`src/rtl/rv_fetch_pkg.sv`:
```
// Shared fetch-stage types and constants: state encoding and the IF/ID payload.
package rv_fetch_pkg;

    localparam int unsigned XLEN        = 32;
    localparam int unsigned INSTR_BYTES = 4;
    localparam int unsigned ALIGN_BITS  = $clog2(INSTR_BYTES);
    localparam logic [XLEN-1:0] NOP_INSTR = 32'h0000_0013;

    typedef enum logic {
        FETCH = 1'b0,
        FAULT = 1'b1
    } fetch_state_e;

    typedef struct packed {
        logic [XLEN-1:0] instr;
        logic [XLEN-1:0] pc;
        logic [XLEN-1:0] pc_plus4;
    } if_id_t;

endpackage

```
`src/rtl/pc_reg.sv`:
```
// Program counter register with next-PC selection and redirect alignment check.
module pc_reg
    import rv_fetch_pkg::*;
#(
    parameter logic [XLEN-1:0] RESET_PC = '0
) (
    input  logic            clk,
    input  logic            rst,
    input  logic            advance_i,
    input  logic            redirect_i,
    input  logic [XLEN-1:0] redirect_pc_i,
    output logic [XLEN-1:0] pc_o,
    output logic [XLEN-1:0] pc_inc_c,
    output logic            misaligned_c
);

    localparam logic [XLEN-1:0] ALIGN_MASK = ~XLEN'(INSTR_BYTES - 1);

    logic [XLEN-1:0] pc_q;
    logic [XLEN-1:0] pc_d;

    assign pc_inc_c     = pc_q + XLEN'(INSTR_BYTES);
    assign misaligned_c = |redirect_pc_i[ALIGN_BITS-1:0];

    // Redirect is only asserted by the caller for aligned targets, so pc stays aligned.
    always_comb begin
        pc_d = pc_q;
        if (redirect_i) begin
            pc_d = redirect_pc_i;
        end else if (advance_i) begin
            pc_d = pc_inc_c;
        end
    end

    always_ff @(posedge clk) begin
        if (rst) begin
            pc_q <= RESET_PC & ALIGN_MASK;
        end else begin
            pc_q <= pc_d;
        end
    end

    assign pc_o = pc_q;

endmodule

```
`src/rtl/instruction_fetch.sv`:
```
// Fetch stage: drives instruction memory from the PC and holds the IF/ID register toward decode.
module instruction_fetch
    import rv_fetch_pkg::*;
#(
    parameter logic [31:0] RESET_PC = 32'h0000_0000
) (
    input  logic        clk,
    input  logic        rst,
    output logic [31:0] imem_addr,
    input  logic [31:0] imem_instr,
    input  logic        redirect_valid,
    input  logic [31:0] redirect_pc,
    output logic        out_valid,
    input  logic        out_ready,
    output logic [31:0] out_instr,
    output logic [31:0] out_pc,
    output logic [31:0] out_pc_plus4,
    output logic        fault
);

    fetch_state_e    state_q, state_d;
    if_id_t          if_id_q, if_id_d;
    logic            out_valid_q, out_valid_d;
    logic            fault_q, fault_d;
    logic            advance_c;
    logic            load_redirect_c;
    logic            misaligned_c;
    logic [XLEN-1:0] pc;
    logic [XLEN-1:0] pc_inc_c;

    pc_reg #(
        .RESET_PC (RESET_PC)
    ) u_pc_reg (
        .clk           (clk),
        .rst           (rst),
        .advance_i     (advance_c),
        .redirect_i    (load_redirect_c),
        .redirect_pc_i (redirect_pc),
        .pc_o          (pc),
        .pc_inc_c      (pc_inc_c),
        .misaligned_c  (misaligned_c)
    );

    // Priority in FETCH: redirect, then advance, otherwise hold everything.
    always_comb begin
        state_d         = state_q;
        if_id_d         = if_id_q;
        out_valid_d     = out_valid_q;
        fault_d         = fault_q;
        advance_c       = 1'b0;
        load_redirect_c = 1'b0;
        case (state_q)
            FETCH: begin
                if (redirect_valid) begin
                    out_valid_d = 1'b0;
                    if (misaligned_c) begin
                        fault_d = 1'b1;
                        state_d = FAULT;
                    end else begin
                        load_redirect_c = 1'b1;
                    end
                end else if (!out_valid_q || out_ready) begin
                    advance_c        = 1'b1;
                    out_valid_d      = 1'b1;
                    if_id_d.instr    = imem_instr;
                    if_id_d.pc       = pc;
                    if_id_d.pc_plus4 = pc_inc_c;
                end
            end
            FAULT: begin
                out_valid_d = 1'b0;
                fault_d     = 1'b1;
            end
        endcase
    end

    always_ff @(posedge clk) begin
        if (rst) begin
            state_q     <= FETCH;
            if_id_q     <= '0;
            out_valid_q <= 1'b0;
            fault_q     <= 1'b0;
        end else begin
            state_q     <= state_d;
            if_id_q     <= if_id_d;
            out_valid_q <= out_valid_d;
            fault_q     <= fault_d;
        end
    end

    assign imem_addr    = pc;
    assign out_valid    = out_valid_q;
    assign out_instr    = if_id_q.instr;
    assign out_pc       = if_id_q.pc;
    assign out_pc_plus4 = if_id_q.pc_plus4;
    assign fault        = fault_q;

endmodule

```
`config.mk`:
```
export PLATFORM = sky130hd
export DESIGN_NAME = instruction_fetch
export DESIGN_NICKNAME = d
export VERILOG_FILES = /design/src/rtl/rv_fetch_pkg.sv /design/src/rtl/pc_reg.sv /design/src/rtl/instruction_fetch.sv
export SDC_FILE = /design/constraint.sdc
export NUM_CORES = 1
export LEC_CHECK = 0
export ABC_CLOCK_PERIOD_IN_PS = 6050
export CAP_MARGIN = 5
export CORE_MARGIN = 1
export CORE_UTILIZATION = 38
export CTS_BUF_LIST = sky130_fd_sc_hd__clkbuf_2 sky130_fd_sc_hd__clkbuf_4 sky130_fd_sc_hd__clkbuf_8
export DETAILED_ROUTE_END_ITERATION = 8
export PLACE_DENSITY = 0.67
export SLEW_MARGIN = 5
export SYNTH_ARGS = -nofsm -noshare
export SYNTH_HDL_FRONTEND = slang
export SYNTH_HIERARCHICAL = 1
export SYNTH_SLANG_ARGS = --single-unit
```
`constraint.sdc`:
```
create_clock -name clk -period 6.05 [get_ports clk]
set_input_delay 1.21 -clock clk [delete_from_list [all_inputs] [get_ports clk]]
set_output_delay 1.21 -clock clk [all_outputs]
set_load 0.05 [all_outputs]
```
==> results.txt <==
Post-CTS Setup Inserts -> 0
Via density -> 4.91
max_cap viols -> 0
status -> completed
PD cells -> 231 nW/um^2
CP Cell Sequence -> clkdlybuf4s50_1, inv_1, a211oi_4, buf_4, buf_4, nand3_1, or2_0, a2111oi_1
Top Family by Delay on Critical Path -> buffers and inverters
crit end category -> flop
Rel. slew slack -> 35.4%
nets -> 966
root cell of the clock tree -> clkbuf_8
final setup violation count -> 0
sequential power share -> 44.4%
CTS Buffer Depth -> 2
Clock transition at path regs -> 80 ps
wire per inst -> 15.2 um
Min-Delay Path Class -> reg2reg
CP most frequent cell -> buf_4
non-filler instance count after layout -> 1133
Hold Slack -> 445 ps
Critical Path Source Type -> primary input
I/O pin count -> 198
Worst-Skew Late Latency -> 430 ps
CTS tree -> done
initial antenna violation count -> 0
Gate Count Post-Synth -> 734
Synth warnings -> 6
Fmax -> 277 MHz
num rows -> 48
hpwl dp -> 11400 um
remaining routing DRC violations -> 0
Yosys reg bits -> 131
critical path class -> in2reg
synth top area cells -> dfxtp_1, nand2b_1, mux2i_1
# fillers -> 1643
Power Internal -> 1.51 mW
unrepaired setup endpoints after global routing -> no
syn_nets -> 803
final instance area -> 9130 sq um
Total GRT Usage -> 18.9%
H-tree Lvls -> 4
layout cells sized above 1 -> 5.18%
EDFF count, synth -> 0
Lkg Pwr -> 3.23 nW
total number of vias -> 5558
GPL Wtd Cong -> 0.740
post-route setup TNS -> 0 ps
Placed Area -> 8720 sq um
critical path required time -> 6360 ps
Initial Util -> 38.8%
register area share after synthesis -> 39.1%
drt initial violations -> 303
top-area cell type share of the netlist area -> 39.1%
diode count -> 0
Clock Skew -> 12.5 ps
Slew Viols, Final -> 0
vias in the first global route -> 5205
WP data arrival -> 3920 ps
largest net degree at the start of global routing -> 126
post-synth top area cell -> dfxtp_1
Die Ht -> 135 um
hold_buf cts -> 0
fin crit share -> 59.6%
worst slew pin tran -> 969 ps
Post-Syn Area -> 6710 sq um
ys flop type -> dfxtp_1
grt ovf -> 0
clock share of power -> 36.7%
peak supply drop -> 0.125 mV
fin util -> 52.8%
post-CTS sizing -> 0
Die W -> 135 um
Max Fanout on Critical Path -> 52
Syn-to-layout area delta -> 36.2%
die footprint -> 18200 sq um
final hold vios -> 0
first-pass GRT wire length -> 27100 um
Final Critical Period -> 3610 ps
CP max stage cell -> buf_4
CP max stage delay -> 690 ps
ANT nets after route -> 0
DRT Wirelength -> 17200 um
clock sink count -> 131
Yosys cell types -> 46
Sw Ratio -> 28.4%
ys async rst share -> 0%
Num CTS Buffers -> 17
placed cells -> 1103
syn avg cell area -> 9.14 sq um
Comb pwr share -> 18.9%
CORE AREA -> 17300 sq um
CP bufs+invs -> 4
Port Buffers -> 197
sw power -> 0.598 mW
Pre-antenna DRT Iters -> 4
final timing paths:
path         cells past startpoint                end  slack [ps]        startpoint
min                              2              fault         450             fault
max                              8  u_pc_reg/pc_o[23]        2440         out_ready
min reg2reg                      2              fault         450             fault
max reg2reg                      5  u_pc_reg/pc_o[18]        3340  u_pc_reg/pc_o[2]
metal layers:
metal	routed length [um]	vias up	share of wire (%)	global-route usage, %
met2	7650	168	44	29.4
li1	-	2815	-	-
met4	218	0	1.3	6.30
met5	0	-	0	0
met1	8200	2561	48	25.1
met3	1130	14	6.6	5.33
power by group through the flow:
stage	combinational (mW)	clock (mW)	sequential (mW)
floorplan	0.153	0	1.06
global placement	0.400	0	0.956
detailed placement	0.401	0	0.957
CTS	0.402	0.797	0.937
global route	0.422	0.835	0.943
finish	0.399	0.773	0.937
state kept, by name (all words and copies together), names as in the netlist:
name,flops
out_instr,32
out_pc,32
out_pc_plus4,32
u_pc_reg/pc_o,32
fault,1
out_valid,1
state_q,1
cells in the final DEF, fill, tap and decap left out, drive strengths merged, types with 6 or more instances in the layout:
cell / synthesis / final
a311oi: 6 / 6
nor3: 13 / 13
dfxtp: 131 / 131
nand4: 13 / 13
xor2: 18 / 18
clkbuf: 35 / 26
nand2b: 192 / 192
nor4: 10 / 10
a2111oi: 7 / 7
a21oi: 8 / 8
buf: 26 / 9
xnor2: 22 / 22
nand3: 16 / 16
nor2: 37 / 37
nand2: 23 / 23
and4: 11 / 11
a211oi: 15 / 15
inv: 12 / 12
clkdlybuf4s50: 0 / 196
mux2i: 100 / 100
cell type report:
type	instances	area (sq um)	area share, %
multi-input cells	529	3740	41.0
clock buffers	26	339	3.71
clock inverters	4	70.1	0.767
well taps	225	282	3.08
inverters	13	48.8	0.534
flip-flops and latches	131	2620	28.7
repair buffers	205	2030	22.2
per-stage QoR:
step | power [mW] | setup slack (ps)
final | 2.11 | 2440
after global routing | 2.20 | 2220
after CTS | 2.14 | 2430
after detailed placement | 1.36 | 1980
after floorplan | 1.22 | 2650
after global placement | 1.36 | 2010
worst register-to-register path: cells and delay by family, from the launching register on:
kind,cells,cell delay (ps)
and+or+nand+nor,3,1470
adders and majority gates,1,350
AOI/OAI and AO/OA,1,250
DFF,1,550
cell usage after synthesis, types with 2 or more instances:
cell	count
nor3b_1	2
nand3_1	15
buf_8	3
o21ai_0	5
a21oi_1	8
a211oi_1	14
nor2_1	37
nand2_1	23
buf_1	6
mux2i_1	100
clkbuf_1	35
a2111oi_0	6
nor3_1	13
xnor2_1	22
and3_1	2
xor2_1	18
nand4_1	12
buf_4	9
o31a_1	3
inv_1	12
or3_1	5
a311oi_1	6
or4_1	5
or2_2	2
o31ai_1	3
nand2b_1	192
dfxtp_1	131
nor4_1	10
buf_2	7
and4_1	11
and2_1	2
cells by family (layout without fill, tap and decap cells):
kind of cell / count (synthesis) / in the layout / share of synthesized area, %
adders and majority gates: 1 / 1 / 0.187
buffers and inverters: 74 / 248 / 5.39
and+or+nand+nor: 335 / 335 / 29.2
xor gates and xnor gates: 40 / 40 / 5.22
muxes: 101 / 101 / 15.1
AOI/OAI and AO/OA: 52 / 52 / 5.80
DFF: 131 / 131 / 39.1
Note: power is estimated with default switching activity, not from simulation.
==> edit (same settings) <==
Change the package constant `INSTR_BYTES` from 4 to 8.
--- a/src/rtl/rv_fetch_pkg.sv
+++ b/src/rtl/rv_fetch_pkg.sv
@@ -2,7 +2,7 @@
 package rv_fetch_pkg;
 
     localparam int unsigned XLEN        = 32;
-    localparam int unsigned INSTR_BYTES = 4;
+    localparam int unsigned INSTR_BYTES = 8;
     localparam int unsigned ALIGN_BITS  = $clog2(INSTR_BYTES);
     localparam logic [XLEN-1:0] NOP_INSTR = 32'h0000_0013;
 
Function: changed (Yosys sat finds a counterexample within 4 cycles, from zero or initial values and one cycle with rst high).
==> edit against the original RTL <==
  * Sequential share of layout area rose by 0.43 points
  * Worst setup slack got worse by 240 ps
  * Power fell by 7.5%
  * Wire length fell by 2.0%
  * Design area fell by 1.5%
  * Sequential cell count did not move
  * Sequential power fell by 1%
  * First-iteration DRC count rose by 16%
  * Synthesized area fell by 0.99%
  * Die area fell by 0.98%
  * Largest cell class unchanged
==> edit: results (changes against the original RTL) <==
- Leak pwr: 3.14 nW (-2.8%)
- Hpwl dp: 11.4 mm (about the same)
- Vias: 5450 (-1.9%)
- Worst setup endpoint: u_pc_reg/pc_o[23]
- Top cell by count, worst path: or4_1
- Layout cell share with drive strength beyond 1: 0.0461 (-0.00564)
- Hold Path Sink: out_instr[25]
- Root Buffer: clkbuf_8
- Max IR drop VDD: 127 µV (+1.6%)
- Syn Nets: 785 (-2.2%)
- Placement Cell Area: 8640 µm² (-0.99%)
- Hold_ws: 471 ps (+25.9 ps)
- Place WS: 1780 ps (-193 ps)
- Routability Congestion: 0.745 (+0.70%)
- DRT Pass-1 Iters: 4 (unchanged)
- Detailed Route Iter0 Violations: 352 (+16%)
- Worst reg2reg setup slack: 3180 ps (-160 ps)
- Status: finished, final reports clean
- Synthesized area per cell: 9.28 µm² (+1.5%)
- Area delta synth->final: 35.5%
- Largest net degree at the start of global routing: 116 (-7.9%)
- DP Cell Count: 1079 (-2.2%)
- Crit Path Max Fanout: 11 (-79%)
- H-tree level count: 4 (unchanged)
- RR Startpoint: out_valid
- Clock transition at the registers of the reported paths: 70 ps
- Gr usage total: 0.188 (-0.00155)
- FMAX: 260 MHz (-6.2%)
- Synth top cells by count: nand2b_1 (192), dfxtp_1 (131), mux2i_1 (101)
- Clock Skews: 10.6 ps (-1.89 ps)
- Largest cells by area after synthesis: dfxtp_1 (39%), nand2b_1 (18%), mux2i_1 (15%), xnor2_1 (2.8%), xor2_1 (2.2%)
- Hold_sp: out_instr[25]
- Port Buffers: 197 (unchanged)
- Vias in the first global route: 4987 (-4.2%)
- First-pass GRT wire length: 26.8 mm (-1.4%)
- Synth Flop Type: dfxtp_1
- Routed len/inst: 15.2 µm (about the same)
- Part of the Yosys area used for sequential elements: 0.395 (+0.00390)
- Least-Margin Pin Slew: 928 ps (-41.2 ps)
- Crit path DAT: 4170 ps (+250 ps)
- Crit-path slowest cell: a211oi_4
- Via-to-Cell Ratio: 4.91 (+0.18%)
- NumNets Final: 947 (-2.0%)
- Largest stage delay, worst path: 740 ps (+50 ps)
- Deepest clock path buffer count: 2 (unchanged)
- CTS resizes: 0 (unchanged)
- Fill count: 1625 (-1.1%)
- Netlist cell types: 39 (-15%)
## edit: cell count changes in the layout (fill, tap and decap cells not counted), sizes merged, moves of 3 or more
cell    unedited run  this run
nor2              37        29
a21oi              8         4
a221oi             0         4
inv               12        20
nand3             16        12
buf                9         6
nand2             23        16
nand4             13        18
or2                3         0
nor3              13        10
## edit: critical path, delay by kind of cell
| kind | cells | cell delay, ps |
|---|---|---|
| simple gates | 3 | 1420 |
| buf+inv | 2 | 520 |
| compound gates | 2 | 1020 |
## edit: cell type report
class / instances / share of cell area
multi-input cells: 506 / 0.405
clock inverters: 6 / 0.00612
repair buffers: 202 / 0.224
clock buffers: 24 / 0.0339
inverters: 20 / 0.00834
well taps: 220 / 0.0306
flip-flops and latches: 131 / 0.291
## edit: cell families (layout without fill, tap and decap cells)
kind of cell             count (synthesis)  count (layout)  synth area share
flip-flops                             131             131             0.395
buffers and inverters                   79             252            0.0580
XOR/XNOR                                38              38            0.0501
multiplexers                           101             101             0.152
AO/OA/AOI/OAI                           52              52            0.0593
AND/OR/NAND/NOR                        314             314             0.284
adder cells (fa/ha/maj)                  1               1           0.00188
## edit: layer usage
| layer | share of wire | GRT usage | vias up |
|---|---|---|---|
| met5 | 0 | 0 | - |
| met4 | 0.0084 | 0.0487 | 0 |
| met3 | 0.062 | 0.0510 | 12 |
| met2 | 0.45 | 0.280 | 164 |
| met1 | 0.48 | 0.265 | 2509 |
| li1 | - | - | 2765 |
## edit: power by group
part           switching, mW  total, mW  internal, mW
clock network          0.319      0.686         0.368
logic                  0.191      0.342         0.151
registers             0.0308      0.923         0.892
total                  0.540       1.95          1.41
